<file path="src/rtl/fetch_stage.sv">
// IF stage of the 5-stage MIPS pipeline: PC register, next-PC select and IF/ID register,
// plus saturating stall/flush counters for performance reporting.
module fetch_stage #(
  parameter logic [31:0] RESET_PC = 32'h0000_0000,
  parameter int          CNT_W    = 16
) (
  input  logic             clk_i,
  input  logic             rst_i,
  input  logic             pcwrite_i,
  input  logic             ifid_write_i,
  input  logic             ifid_flush_i,
  input  logic             branch_taken_i,
  input  logic [31:0]      branch_target_i,
  input  logic             jump_i,
  input  logic [25:0]      jump_addr_i,
  input  logic [31:0]      instr_i,
  output logic [31:0]      pc_o,
  output logic [31:0]      ifid_pc4_o,
  output logic [31:0]      ifid_instr_o,
  output logic             ifid_valid_o,
  output logic [CNT_W-1:0] stall_cnt_o,
  output logic [CNT_W-1:0] flush_cnt_o
);

  logic [31:0]      pc_q;
  logic [31:0]      pc4;
  logic [31:0]      next_pc;
  logic [31:0]      ifid_pc4_q;
  logic [31:0]      ifid_instr_q;
  logic             ifid_valid_q;
  logic [CNT_W-1:0] stall_cnt_q;
  logic [CNT_W-1:0] flush_cnt_q;

  assign pc4 = pc_q + 32'd4;

  // Branch (resolved in MEM) is older than the jump in ID, so it wins.
  // Jump region bits come from the jump's own PC+4 held in IF/ID.
  always_comb begin
    next_pc = pc4;
    if (branch_taken_i) begin
      next_pc = {branch_target_i[31:2], 2'b00};
    end else if (jump_i) begin
      next_pc = {ifid_pc4_q[31:28], jump_addr_i, 2'b00};
    end
  end

  always_ff @(posedge clk_i) begin
    if (rst_i) begin
      pc_q         <= RESET_PC;
      ifid_pc4_q   <= 32'h0;
      ifid_instr_q <= 32'h0;
      ifid_valid_q <= 1'b0;
      stall_cnt_q  <= '0;
      flush_cnt_q  <= '0;
    end else begin
      if (pcwrite_i) begin
        pc_q <= next_pc;
      end

      if (ifid_flush_i) begin
        ifid_pc4_q   <= 32'h0;
        ifid_instr_q <= 32'h0;
        ifid_valid_q <= 1'b0;
      end else if (ifid_write_i) begin
        ifid_pc4_q   <= pc4;
        ifid_instr_q <= instr_i;
        ifid_valid_q <= 1'b1;
      end

      if (!pcwrite_i && (stall_cnt_q != {CNT_W{1'b1}})) begin
        stall_cnt_q <= stall_cnt_q + 1'b1;
      end
      if (ifid_flush_i && (flush_cnt_q != {CNT_W{1'b1}})) begin
        flush_cnt_q <= flush_cnt_q + 1'b1;
      end
    end
  end

  assign pc_o         = pc_q;
  assign ifid_pc4_o   = ifid_pc4_q;
  assign ifid_instr_o = ifid_instr_q;
  assign ifid_valid_o = ifid_valid_q;
  assign stall_cnt_o  = stall_cnt_q;
  assign flush_cnt_o  = flush_cnt_q;

endmodule

</file>
<file path="config.mk">
export PLATFORM = sky130hd
export DESIGN_NAME = fetch_stage
export DESIGN_NICKNAME = d
export VERILOG_FILES = /design/src/rtl/fetch_stage.sv
export SDC_FILE = /design/constraint.sdc
export NUM_CORES = 1
export LEC_CHECK = 0
export ABC_AREA = 1
export CAP_MARGIN = 20
export CORE_MARGIN = 1.5
export CORE_UTILIZATION = 30
export CTS_BUF_LIST = sky130_fd_sc_hd__clkbuf_2
export DETAILED_ROUTE_END_ITERATION = 10
export GPL_TIMING_DRIVEN = 0
export PLACE_DENSITY = 0.61
export RECOVER_POWER = 100
export SYNTH_ARGS = -nofsm -noshare
export SYNTH_HDL_FRONTEND = slang
export SYNTH_SLANG_ARGS = --single-unit
</file>
<file path="constraint.sdc">
create_clock -name clk_i -period 1.5 [get_ports clk_i]
set_input_delay 0.375 -clock clk_i [delete_from_list [all_inputs] [get_ports clk_i]]
set_output_delay 0.375 -clock clk_i [all_outputs]
set_load 0.01 [all_outputs]
</file>
Word-level counts from Yosys, hierarchy flattened. Cells that the tools add are included.

Word-level logic and storage cells: 17. Memories kept: 0. Latch bits: 0. RAM bits: 0. Input port bits: 97. Register bits: 129. Bits in read-only memories: 0.

Multiplexer cells: 2. Bitwise gates (word level): 0. Divide/modulo/power cells: 0. Equality and inequality tests: 2. Shift-type cells: 0. Magnitude comparators: 0. Add/sub/neg operators: 3. Reduce and logical (&&, ||, !) cells: 4. Multiply operators: 0.

Operators by type and width (number): $mux 32 (2); $add 16x1->16 const B (2); $add 32x3->32 const B (1); $ne 16x16->1 const B (2); $logic_and 1x1->1 (2); $reduce_or 2->1 (1); $logic_not 1->1 (1).

Depth between registers and ports, before layout.
Depth in word-level cells: 3. Gate-level depth with buffers: 10.

Worst setup path before layout. No wires, ideal clock.

Kind: reg-to-reg. From: reg flush_cnt_q[0], in the netlist flush_cnt_o[0]. To: reg flush_cnt_q[6], in the netlist flush_cnt_o[6]. Setup time: 0.134 ns. Data arrival time: 1.544 ns. Data required time: 1.366 ns. Period minus slack after synthesis: 1.678 ns. Slack: -0.178 ns. Stages on the path, launching flop included: 10. Cell sequence: dfxtp_1 > ha_1 > nand3_1 > nor2_2 > nand4_4 > nand2_4 > nand2_4 > buf_6 > nand2_1 > a21oi_1.

Cells in the longest elaborated chain, start to end: 2. Elaborated cells on any way between the ends: 3.

Ends and longest elaborated chain: start, declared (line 32) `logic [CNT_W-1:0] flush_cnt_q;`; start signal, assigned (line 74) `flush_cnt_q <= flush_cnt_q + 1'b1;`; parallel branches: the longest is 2 deep, another holds $add 16x1->16.

Several ways; the timed one is not identified. A chain may end at the register's enable or synchronous reset.

Worst setup path in the final report.
From: reg flush_cnt_q[0], in the netlist flush_cnt_o[0]. To: reg flush_cnt_q[7], in the netlist flush_cnt_o[7].

The elaborated chain is that of the path after synthesis.

==> Implementation_results.wiki <==
{| class="wikitable"
! Metric !! Value
|-
| Outcome || finished with violations
|-
| Failing checks || negative setup slack
|-
| Post-Place Setup Slack || -669.8 ps
|-
| Layout cell share with drive strength beyond 1 || 0.4524
|-
| Largest net degree at the start of global routing || 17
|-
| Main area contributors after synthesis || dfxtp_1, nand2_1, a21oi_1
|-
| Placed wire-length estimate after detailed placement || roughly 18,000 um
|-
| Final Net Count || 1,443
|-
| Most frequently used cell type in the post-synthesis netlist || nand2_1
|-
| Antenna violations before repair || 1
|-
| Worst Setup Path Type || reg2reg
|-
| Post-synthesis async set-or-reset flop share || 0
|-
| Post-Synthesis Cell Area || approximately 6500 um^2
|-
| Clock Sink Count || between 100 and 150
|-
| Die Width || roughly 150 um
|-
| Post-synth EDFFs || 0
|-
| Tightest Hold Check Type || in2reg
|-
| CTS tree || done
|-
| Number of nets with antenna violations after detailed routing || 0
|-
| Number of optimization iterations in the first detailed-route pass || 6
|-
| Reported max-cap violation count || 0
|-
| Biggest fanout along the worst timing path || 5
|-
| Required arrival time at the worst endpoint || ~2100 ps
|-
| Clock network fraction of total power || 0.321
|-
| Number of buffers between clock root and the deepest sink || 2
|-
| Area fraction of the dominant cell type after synthesis || 0.3863
|-
| Global-route wire length before repair || between 30,000 and 40,000 um
|-
| Flip-flop and latch count after synthesis || 125
|-
| Post-layout total power || between 7 and 8 mW
|-
| Top_reg_cell synth || dfxtp_1
|-
| Count of synthesis-stage warnings from yosys || 0
|-
| Die Footprint || ~22,000 um^2
|-
| Sum of overflow across all layers after global routing || 0
|-
| Post-synth top area cell || dfxtp_1
|-
| Placement row count || 53
|-
| Hold_buf cts || 0
|-
| Multiplexer share of the synthesized area || 0
|-
| Kind of cell with the highest combined delay on the critical path || simple AND/OR/NAND/NOR gates
|-
| Max transition margin || 0.4977
|-
| Fin util || 0.5626
|-
| Delay contributed by the slowest stage of the critical path || ~410 ps
|-
| Final setup violation count || about 200
|-
| CP Buf/Inv Count || 4
|-
| Max IR drop VDD || between 0.0004 and 0.0005 V
|-
| Number of standard cells in the final layout excluding fillers || approximately 1,600
|-
| Worst-Skew Late Latency || 720 ps
|-
| Cell types with the highest counts after synthesis || nand2_1, nor2_1, dfxtp_1
|-
| Number of global-route vias before repair || 7,610
|-
| Most repeated library cell on the critical path || buf_6
|-
| Sw power || between 2 and 2.5 mW
|-
| Area Overhead vs Synth || 83.16%
|-
| Sequential cell area || 2779 um^2
|-
| Number of I/O pins || about 230
|-
| Ratio of total power to cell area || between 600 and 700 nW/um^2
|-
| Upper clock frequency limit || roughly 570 MHz
|-
| Count of mapped cells out of synthesis || about 970
|-
| Post-DR wirelength/cell || 17.12 um
|-
| Design internal power || 5.478 mW
|-
| Y dimension of the die || roughly 150 um
|-
| Switching power share of the total || 0.3113
|-
| Initial DRC Count || 510
|-
| Number of distinct standard cells referenced by the synthesized netlist || 40
|-
| Global routing usage summed across all routing layers || 0.2294
|-
| Flop pwr share || 0.447
|-
| Final Routed Wirelength || ~28,000 um
|-
| Category of the worst setup path launch point || flip-flop
|-
| Worst setup margin || -255.4 ps
|-
| Sequential fraction of the synthesis area || 0.3863
|-
| Transition time at the pin with the least slew margin || ~750 ps
|-
| Syn_area_per_cell || 6.657 um^2
|-
| Number of levels in the clock H-tree || 4
|-
| Ratio of routed vias to standard cells || approximately 5.0
|-
| Combined area of the multi-input logic cells || 4427 um^2
|-
| Port bufs || approximately 220
|-
| Compound-Gate Fraction of Synth Area || 0.1713
|-
| Starting density of the core || 0.3072
|-
| End of the worst register-to-register path || flush_cnt_o[7]
|-
| Logic gate share of total power || 0.232
|-
| Critical path launch point || flush_cnt_o[0]
|-
| Num CTS Buffers || 17
|-
| Critical path data arrival time || between 2000 and 2500 ps
|-
| Clock root buffer || clkbuf_2
|-
| Capture point of the critical path || flush_cnt_o[7]
|-
| Share of synthesized cell area in and, or, nand and nor gates || 0.3187
|-
| Number of gates on the worst path with buffers counted || 11
|-
| Setup tns final || -18,470 ps
|-
| Clk pin slew, worst setup/hold paths || roughly 220 ps
|-
| Number of filler instances in the final layout || a little under 2,000
|-
| Min Clock Period, post-route || between 1500 and 2000 ps
|-
| Std-Cell Core Area || between 20,000 and 25,000 um^2
|-
| Cell count of the worst reg-to-reg path || 11
|-
| Adder-cell area share of the yosys netlist || 0.005795
|-
| Number of hold violations in the final report || 0
|-
| Cell breakdown of the critical path || buf_6 > ha_4 > nand3_4 > nor2_4 > nand4_4 > nand2_4 > buf_6 > buf_12 > buf_8 > nand3_2 > a21oi_2
|-
| Largest family of logic cells by synthesized area || simple AND/OR/NAND/NOR gates
|-
| Post-Route Skew || 32.65 ps
|-
| Routability Congestion || slightly below 0.9
|-
| Beginning of the worst register-to-register path || flush_cnt_o[0]
|-
| Count of unresolved DRC violations after routing || 0
|-
| Worst-case register-to-register setup slack || -260 ps
|-
| Xor and xnor fraction of the mapped netlist area || 0.03786
|-
| Period utilisation layout || 1.170
|-
| Total instance count after detailed placement || 1,466
|-
| Kind of end point of the critical path || flip-flop
|-
| RSZ-0062 raised after global routing || yes
|-
| Crit path max-delay cell type || dfxtp_4
|-
| Count of final max-slew check failures || 0
|-
| Vias post-DR || roughly 8,200
|-
| Leakage power || ~4.9 nW
|}
==> flip-flops by register name, indices dropped and copies added, names as in the netlist <==
name          flops
stall_cnt_o      16
pc_o             30
ifid_instr_o     32
flush_cnt_o      16
ifid_pc4_o       30
ifid_valid_o      1
==> worst min-delay path by stage <==
stage | start | endpoint | slack [ps] | cells after the start
after floorplan | stall_cnt_o[0] | stall_cnt_o[0] | 480 | 1
after global placement | ifid_instr_o[28] | ifid_instr_o[28] | 450 | 2
after detailed placement | ifid_instr_o[23] | ifid_instr_o[23] | 450 | 2
after CTS | rst_i | flush_cnt_o[15] | 90 | 2
after global routing | instr_i[19] | ifid_instr_o[19] | 90 | 3
final | pcwrite_i | pc_o[31] | 150 | 3
==> layout make-up <==
cell class / count / share of cell area
Antenna cell: 1 / 0.0002109
Clock buffer: 18 / 0.007593
Clock inverter: 13 / 0.01582
Multi-Input combinational cell: 726 / 0.3731
Tap cell: 275 / 0.02900
Timing Repair Buffer: 347 / 0.2934
Sequential cell: 125 / 0.2342
Inverter: 73 / 0.02405
Buffer: 53 / 0.02257
==> worst register-to-register path, cell delays in order, from the launching register on <==
cell and delay, ps:
dfxtp_4 410, buf_6 100, ha_4 140, nand3_4 70, nor2_4 160, nand4_4 140, nand2_4 130, buf_6 130
buf_12 100, buf_8 120, nand3_2 70, a21oi_2 120
==> through the flow <==
stage	hold slack [ps]	cell area, um^2
floorplan	478.0	6526
global placement	447.6	9022
detailed placement	451.3	9022
CTS	85.54	10910
global route	94.24	11860
finish	149.6	11860
==> placed cells by master (no fill, tap or decap), types with 13 or more instances in the layout <==
cell type / count
a21oi_1: 97
a21oi_2: 28
buf_4: 108
buf_6: 146
clkbuf_1: 38
clkbuf_2: 19
clkdlybuf4s50_1: 89
dfxtp_2: 77
dfxtp_4: 48
inv_1: 66
nand2_1: 183
nand2_2: 31
nand2_4: 20
nand3_1: 53
nand3_2: 22
nor2_1: 100
nor2_2: 17
nor2_4: 26
o211ai_1: 19
o21ai_0: 39
xor2_1: 13
==> power by group through the flow <==
| stage | clock, mW | sequential (mW) | combinational, mW |
|---|---|---|---|
| 2_1_floorplan | 0 | 3.70 | 0.533 |
| 3_3_place_gp | 0 | 3.68 | 1.29 |
| 3_5_place_dp | 0 | 3.68 | 1.29 |
| 4_1_cts | 2.59 | 3.55 | 1.64 |
| 5_1_grt | 2.72 | 3.57 | 1.98 |
| 6_report | 2.55 | 3.56 | 1.85 |
==> cell families after synthesis <==
group	Yosys count
simple gates	484
compound gates	206
buf+inv	126
flops	125
xor+xnor	28
fa+ha+maj	3
other cells	1
==> what timing repair did <==
item | CTS | global route
pin swaps | 30 | 63
resized for setup | 902 | 183
setup endpoints to repair | 199 | 207
buffers inserted | 93 | 38
gates cloned | 4 | 1
==> layer usage <==
| layer | vias up | share of wire | global-route usage |
|---|---|---|---|
| met2 | 362 | 0.50 | 0.3883 |
| li1 | 3928 | - | - |
| met3 | 74 | 0.069 | 0.04726 |
| met5 | - | 0 | 0 |
| met1 | 3871 | 0.40 | 0.2908 |
| met4 | 0 | 0.030 | 0.07108 |
(Power assumes the default switching activity.)
